===== src/rtl/cell_sched_pkg.sv =====
// rtl/cell_sched_pkg.sv - shared types and helpers for the cell transmit scheduler
//
// Purpose: scheduler FSM state encoding and the beat-count helper used to
// size a cell in payload beats.
// Ports: none (package).
package cell_sched_pkg;

  typedef enum logic [1:0] {
    IDLE = 2'd0,
    SEND = 2'd1,
    DONE = 2'd2
  } state_t;

  // Number of DAT_WIDTH beats needed to carry cell_size bits (ceiling division).
  function automatic int calc_transfers(input int cell_size, input int dat_width);
    return cell_size / dat_width + (((cell_size % dat_width) != 0) ? 1 : 0);
  endfunction

endpackage


===== src/rtl/rr_arbiter.sv =====
// rtl/rr_arbiter.sv - combinational round-robin arbiter
//
// Purpose: picks the first active request at or after the priority pointer,
// wrapping around from N-1 to 0.
// Ports:
//   req  in  N          request vector
//   ptr  in  clog2(N)   port with highest priority
//   gnt  out N          one-hot winner (0 when no request)
//   idx  out clog2(N)   index of the winner (0 when no request)
//   any  out 1          at least one request is active
module rr_arbiter #(
  parameter int N = 4
) (
  input  logic [N-1:0]         req,
  input  logic [$clog2(N)-1:0] ptr,
  output logic [N-1:0]         gnt,
  output logic [$clog2(N)-1:0] idx,
  output logic                 any
);

  localparam int IW = $clog2(N);

  int j;

  always_comb begin
    gnt = '0;
    idx = '0;
    any = 1'b0;
    j   = 0;
    for (int i = 0; i < N; i++) begin
      // Candidate port i places after the pointer, modulo N.
      j = int'(ptr) + i;
      if (j >= N) begin
        j = j - N;
      end
      if (!any && req[IW'(j)]) begin
        any          = 1'b1;
        gnt[IW'(j)]  = 1'b1;
        idx          = IW'(j);
      end
    end
  end

endmodule


===== src/rtl/cell_tx_sched.sv =====
// rtl/cell_tx_sched.sv - round-robin cell transmit scheduler
//
// Purpose: grants one of NUM_REQ requesters at a time and streams a whole
// cell of CELL_SIZE bits as TRANSFERS payload beats on a valid/ready bus.
// Optional feature macro: CELL_SCHED_PARITY_EN adds dat_par (even parity of dat).
// Ports:
//   clk        in  1                clock, rising edge
//   rst_n      in  1                asynchronous active-low reset
//   req        in  NUM_REQ          per-port request, level-sensitive
//   gnt        out NUM_REQ          one-hot grant, held for the whole cell
//   dat        out DAT_WIDTH        payload beat
//   dat_valid  out 1                beat valid
//   dat_ready  in  1                downstream accepts the beat
//   dat_last   out 1                final beat of the cell
//   dat_port   out clog2(NUM_REQ)   granted port index (0 when no grant)
//   dat_par    out 1                parity of dat (CELL_SCHED_PARITY_EN only)
//   cell_done  out 1                pulse after the last beat is accepted
module cell_tx_sched
  import cell_sched_pkg::*;
#(
  parameter int          NUM_REQ   = 4,
  parameter int          DAT_WIDTH = 32,
  parameter int          CELL_SIZE = 424,
  parameter logic [31:0] PAY_INIT  = 32'h01020304,
  parameter logic [31:0] PAY_INC   = 32'h01010101
) (
  input  logic                       clk,
  input  logic                       rst_n,
  input  logic [NUM_REQ-1:0]         req,
  output logic [NUM_REQ-1:0]         gnt,
  output logic [DAT_WIDTH-1:0]       dat,
  output logic                       dat_valid,
  input  logic                       dat_ready,
  output logic                       dat_last,
  output logic [$clog2(NUM_REQ)-1:0] dat_port,
`ifdef CELL_SCHED_PARITY_EN
  output logic                       dat_par,
`endif
  output logic                       cell_done
);

  localparam int TRANSFERS = calc_transfers(CELL_SIZE, DAT_WIDTH);
  localparam int BW        = $clog2(TRANSFERS + 1);
  localparam int IW        = $clog2(NUM_REQ);
  localparam logic [BW-1:0] LAST_BEAT = BW'(TRANSFERS - 1);

  state_t state, state_nxt;
  logic [BW-1:0]        beat, beat_nxt;
  logic [IW-1:0]        ptr, ptr_nxt;
  logic [NUM_REQ-1:0]   gnt_nxt;
  logic [DAT_WIDTH-1:0] dat_nxt;
  logic                 valid_nxt;
  logic                 last_nxt;
  logic [IW-1:0]        port_nxt;
  logic                 done_nxt;

  logic [NUM_REQ-1:0]   win_oh;
  logic [IW-1:0]        win_idx;
  logic                 win_any;

  rr_arbiter #(.N(NUM_REQ)) u_arb (
    .req (req),
    .ptr (ptr),
    .gnt (win_oh),
    .idx (win_idx),
    .any (win_any)
  );

  // Payload word for a beat: 32-bit wrapping sum, then truncated or
  // zero-extended to the bus width.
  function automatic logic [DAT_WIDTH-1:0] payload(input logic [BW-1:0] b);
    logic [31:0] s;
    s = PAY_INIT + 32'(b) * PAY_INC;
    return DAT_WIDTH'(s);
  endfunction

  // Every output is computed here one cycle ahead and registered below.
  always_comb begin
    state_nxt = state;
    beat_nxt  = beat;
    ptr_nxt   = ptr;
    gnt_nxt   = gnt;
    dat_nxt   = dat;
    valid_nxt = dat_valid;
    last_nxt  = dat_last;
    port_nxt  = dat_port;
    done_nxt  = 1'b0;
    case (state)
      IDLE: begin
        if (win_any) begin
          state_nxt = SEND;
          beat_nxt  = '0;
          gnt_nxt   = win_oh;
          port_nxt  = win_idx;
          valid_nxt = 1'b1;
          dat_nxt   = payload('0);
          last_nxt  = (TRANSFERS == 1);
          // The port after the winner gets top priority next time.
          ptr_nxt   = (win_idx == IW'(NUM_REQ - 1)) ? '0 : win_idx + 1'b1;
        end
      end
      SEND: begin
        if (dat_valid && dat_ready) begin
          if (beat == LAST_BEAT) begin
            state_nxt = DONE;
            beat_nxt  = '0;
            gnt_nxt   = '0;
            port_nxt  = '0;
            valid_nxt = 1'b0;
            last_nxt  = 1'b0;
            dat_nxt   = '0;
            done_nxt  = 1'b1;
          end else begin
            beat_nxt  = beat + 1'b1;
            dat_nxt   = payload(beat + 1'b1);
            last_nxt  = ((beat + 1'b1) == LAST_BEAT);
          end
        end
      end
      DONE: begin
        state_nxt = IDLE;
      end
      default: begin
        state_nxt = IDLE;
      end
    endcase
  end

  always_ff @(posedge clk or negedge rst_n) begin
    if (!rst_n) begin
      state     <= IDLE;
      beat      <= '0;
      ptr       <= '0;
      gnt       <= '0;
      dat       <= '0;
      dat_valid <= 1'b0;
      dat_last  <= 1'b0;
      dat_port  <= '0;
      cell_done <= 1'b0;
    end else begin
      state     <= state_nxt;
      beat      <= beat_nxt;
      ptr       <= ptr_nxt;
      gnt       <= gnt_nxt;
      dat       <= dat_nxt;
      dat_valid <= valid_nxt;
      dat_last  <= last_nxt;
      dat_port  <= port_nxt;
      cell_done <= done_nxt;
    end
  end

`ifdef CELL_SCHED_PARITY_EN
  always_ff @(posedge clk or negedge rst_n) begin
    if (!rst_n) begin
      dat_par <= 1'b0;
    end else begin
      dat_par <= ^dat_nxt;
    end
  end
`endif

endmodule


===== config.mk =====
export PLATFORM = sky130hd
export DESIGN_NAME = cell_tx_sched
export DESIGN_NICKNAME = d
export VERILOG_FILES = /design/src/rtl/cell_sched_pkg.sv /design/src/rtl/rr_arbiter.sv /design/src/rtl/cell_tx_sched.sv
export SDC_FILE = /design/constraint.sdc
export NUM_CORES = 1
export LEC_CHECK = 0
export ABC_AREA = 1
export CAP_MARGIN = 10
export CORE_MARGIN = 1.5
export CORE_UTILIZATION = 35
export CTS_BUF_LIST = sky130_fd_sc_hd__clkbuf_16
export DETAILED_ROUTE_END_ITERATION = 16
export PLACE_DENSITY = 0.71
export RECOVER_POWER = 100
export SYNTH_ARGS = -nofsm -noshare
export SYNTH_HDL_FRONTEND = slang
export SYNTH_SLANG_ARGS = --single-unit

===== constraint.sdc =====
create_clock -name clk -period 2.5 [get_ports clk]
set_input_delay 0.25 -clock clk [delete_from_list [all_inputs] [get_ports clk]]
set_output_delay 0.25 -clock clk [all_outputs]
set_load 0.05 [all_outputs]

-- Yosys cells after proc, flatten, opt, wreduce, memory -nomap -nowiden
Cells that the tools add are included.
- register bits after elaboration: 49
- bits of input ports: 7
- word-level logic and storage cells: 127
- magnitude comparators: 12
- bitwise operators: 3
- mux-type cells: 68
- reduce and logical (&&, ||, !) cells: 17
- add/subtract/negate cells: 10
- equal/unequal tests: 7
- multipliers: 1
- operator list (kind ; count):
    2-to-1 mux 32 bit ; 2
    case mux 32 bit (2 select lines) ; 1
    2-to-1 mux 4 bit ; 10
    adder 25 x 29 -> 30 bit (first input constant) ; 1
    2-to-1 mux 2 bit ; 15
    2-to-1 mux 30 bit ; 1
    multiplier 4 x 25 -> 29 bit (second input constant) ; 1
    2-to-1 mux 1 bit ; 25
    < comparator 2 x 4 -> 1 bit (second input constant) ; 4
    case mux 4 bit (2 select lines) ; 2
    OR 4 bit ; 3
    >= comparator 3 bit (second input constant) ; 3
    binary-select mux 1 bit (select 2 bit) ; 4
    demux 1 bit (select 2 bit) ; 4
    == test 4 bit (second input constant) ; 2
    >= comparator 2 x 1 -> 1 bit (second input constant) ; 4
    logical AND 1 bit ; 8
    case mux 2 bit (2 select lines) ; 2
    subtractor 2 x 1 -> 2 bit (second input constant) ; 4
    adder 2 x 2 -> 3 bit (second input constant) ; 2
    AND reduction 3 bit ; 2
    adder 4 x 1 -> 4 bit (second input constant) ; 1
    != test 2 bit (second input constant) ; 2
    case mux 1 bit (2 select lines) ; 2
    11 further kinds ; 13

-- Longest topological paths before layout
- depth in word-level cells: 17
- depth in mapped cells: 15
- gate-level depth less buffers: 14

-- Hierarchy
A second synthesis with hierarchy kept.
- cell total of the unflattened synthesis: 283
- area, all modules: 2232.1 um2
- modules (own cells, without submodules) (module ; cells each ; area an instance (um2) ; seq. area each (um2) ; times used):
    cell_tx_sched ; 189 ; 1714.1 ; 825.8 ; 1
    rr_arbiter ; 94 ; 518.0 ; 0.0 ; 1

-- Least setup slack after synthesis
OpenSTA, ideal clock, no wires.
- path type: flip-flop to flip-flop
- from: register ptr[1]
- to: register beat[3]
- arrival: 1.923 ns
- slack: 0.456 ns
- stages on the path, launching flop included: 14
- data required time: 2.379 ns
- path through: dfrtp_1 > buf_6 > inv_1 > ha_1 > inv_1 > nand3_1 > nand2_2 > nand3_4 > o21ai_4 > nand2_2 > nand2_2 > inv_1 > nand2_1 > o21ai_1
- cells in the longest elaborated chain, start to end: 17
- elaborated cells on any way between the ends: 39
- classes of those cells: add/sub: 7; order compare: 4; eq/ne: 1; mux: 20; reduce/logical: 7
- RTL lines (element ; line ; text):
    from (decl) ; cell_tx_sched.sv:49 ; logic [IW-1:0] ptr, ptr_nxt;
    from (signal assigned) ; cell_tx_sched.sv:143 ; ptr <= ptr_nxt;
    parallel branches: the longest is 14 deep, another holds adder 2 x 1 -> 3 bit ; n/a ;
    2-to-1 mux 1 bit (*) ; rr_arbiter.sv:36 ; if (!any && req[IW'(j)]) begin
    != test 2 x 1 -> 1 bit (no source line) (*) ; n/a ;
    AND reduction 3 bit (no source line) (*) ; n/a ;
    to (signal assigned) ; cell_tx_sched.sv:142 ; beat <= beat_nxt;
    to (decl) ; cell_tx_sched.sv:48 ; logic [BW-1:0] beat, beat_nxt;
Mark *: on every way between the ends. The select of a mux whose other input is x is not followed.
A chain may end at the register's enable or synchronous reset.

-- Worst setup path after layout
- from: register ptr[0]
- to: register beat[3]
The elaborated chain is that of the path after synthesis.

==> results by group <==
Status
  – Status: complete, but fails checks
  – Failing checks: capacitance limit, slew limit

STA
  – Max Freq: 454 MHz
  – RSZ-0062 raised after global routing: false
  – Pins Over Slew Limit: 34
  – TNS Setup: 0 ns
  – Finish-stage setup viols: 0
  – Tmin final: 2.20 ns
  – Worst-Margin Slew: 1.71 ns
  – Worst Skew: 0.00336 ns
  – Fin. Hold Viols: 0
  – Worst rel slew slack: -13.9%
  – Final period util: 88.0%
  – Worst Slack Setup Final: 0.299 ns

Floorplanning
  – Rows: 28
  – Initial cell density of the core: 36.3%
  – Chip height: 81.6 µm
  – Core area: 0.00596 mm²
  – DIE AREA: 0.00665 mm²
  – # IOs: 48
  – Die Span X: 81.6 µm

Synthesis
  – Mapped Area: 0.00216 mm²
  – Synth top area share: 38.2%
  – Register bit total from synthesis: 33
  – Synth Warn #: 0
  – Post-synthesis sequential area ratio: 38.2%
  – Area leader, netlist: dfrtp_1
  – Area contributors post-synth: dfrtp_1 38%, nand2_1 13%, ha_1 9.8%
  – Syn Area/Cell: 7.97 µm²
  – Post-Synthesis Cells: 271
  – Distinct cells, synth: 28

Hold path
  – Hold Path Class: register to register
  – Cell depth of the worst hold path: 2
  – Hold path start: gnt[1]

Cells and area
  – Nets: 333
  – Antenna cell count: 0
  – Area grow syn2layout: 23.7%
  – Commonest non-fill, non-tap cell in the layout: nand2_1
  – Most frequent cells in the layout: 76 x nand2_1, 35 x nand3_1, 33 x dfrtp_1, 29 x dlygate4sd3_1, 21 x inv_1
  – Share of layout cells above drive strength 1: 8.39%

Clock tree
  – Num CTS Buffers: 5
  – CTS tree: done
  – H-Tree Depth: 2
  – Root buf cell: clkbuf_16
  – Post-CTS Hold Buffers: 0
  – Total setup buffers inserted after CTS: 0
  – Clock buffer depth: 2
  – Clk_lat worst skew: 0.28 ns
  – Clock-pin slew on the worst setup and hold paths: 0.05 ns
  – TritonCTS Sinks: 33
  – Post-CTS Resized: 0

Worst setup path
  – WS Path Type: register to register
  – Worst path required time: 2.66 ns
  – Worst reg-to-reg path cell count: 12
  – Arrival time at the worst endpoint: 2.36 ns
  – CP startpoint kind: register
  – Critical Path Source: ptr[0]
  – CP endpoint kind: register
  – CP max FO: 12
  – RR Startpoint: ptr[0]

Placement
  – Placer Congestion: 0.868
  – Dpl ws: 0.412 ns
  – HPWL after DPL: 3540 µm
  – PortBufs: 35

Drt
  – WL/cell: 12.1 µm
  – Total wire length: 4660 µm
  – Total number of vias: 1831
  – Drt pass-1 iters: 4
  – Iter 0 DRT Violations: 93
  – Final ANT Viol Nets: 0
  – Drc violations: 0
  – Via density: 4.76

GRT
  – Largest net degree at the start of global routing: 34
  – Vias in the first global route: 1803
  – First-pass GRT wire length: 7890 µm
  – Remaining Overflow, GRT: 0
  – Antenna violations before repair: 0
  – Total GRT Usage: 15.5%

Job
  – Max cap viols: 1
-- metrics by stage --
stage	cells	hold WS (ns)	cell area [µm²]	util, %
after global placement	377	0.468	2520	42.3
after floorplan	282	-0.0456	2200	-
final	385	0.485	2670	44.9
after CTS	385	0.381	2690	45.1
after global routing	385	0.513	2670	44.9
after detailed placement	377	0.481	2520	42.3
-- state kept, by name (all words and copies together), names as in the netlist --
name / flops
ptr: 2
beat: 4
dat_last: 1
gnt: 4
dat_valid: 1
state: 2
dat: 16
dat_port: 2
cell_done: 1
-- worst max-delay path, stage by stage, from the launching register on --
cell and delay (ns):
dfrtp_1 0.40, inv_4 0.13, ha_1 0.29, inv_1 0.14
nand3_1 0.09, nand2_1 0.20, nand3_4 0.11, o21ai_4 0.16
nand2_2 0.10, nand2_1 0.20, inv_1 0.13, nand2_1 0.07
o21ai_1 0.07
-- synth_stat cells, drive strengths merged --
cell / n
nand2: 80
nand3: 38
dfrtp: 33
inv: 24
buf: 23
ha: 17
nor2: 16
o21ai: 13
a21oi: 9
nand4: 4
a31oi: 3
xor2: 3
o22ai: 2
xnor2: 2
a31o: 1
clkbuf: 1
conb: 1
nor3: 1
-- worst paths after layout --
kind / end / slack, ns
hold reg to reg: gnt[1] / 0.49
setup / recovery: beat[3] / 0.30
setup reg to reg: beat[3] / 0.30
max in group asynchronous: gnt[1] / 0.63
hold / removal: gnt[1] / 0.49
min in group asynchronous: dat[11] / 0.88
-- per-layer routing --
layer / track usage [%] / part of all wire (%)
met1: 17.9 / 43
met2: 26.6 / 50
met3: 4.78 / 5.1
met4: 6.44 / 1.9
met5: 0 / 0
-- kinds of logic (layout without fill, tap and decap cells) --
group | count (synthesis) | after routing | synth area share [%]
compound gates | 28 | 28 | 7.47
xor+xnor | 5 | 5 | 2.03
fa+ha+maj | 17 | 17 | 9.84
buf+inv | 48 | 76 | 13.2
flops | 33 | 33 | 38.2
other cells | 1 | 12 | 0.174
simple gates | 139 | 139 | 29.1
-- layout make-up --
cell class / count / area (µm²)
multi-input cells: 201 / 1080
clock buffers: 5 / 125
fillers: 598 / 3280
clock inverters: 3 / 41.3
inverters: 24 / 92.6
well taps: 75 / 93.8
repair buffers: 44 / 410
flip-flops and latches: 33 / 826
Power is left out: the tool's default activity adds up to more than one toggle a clock period on the data nets, which glitch-free logic cannot reach.
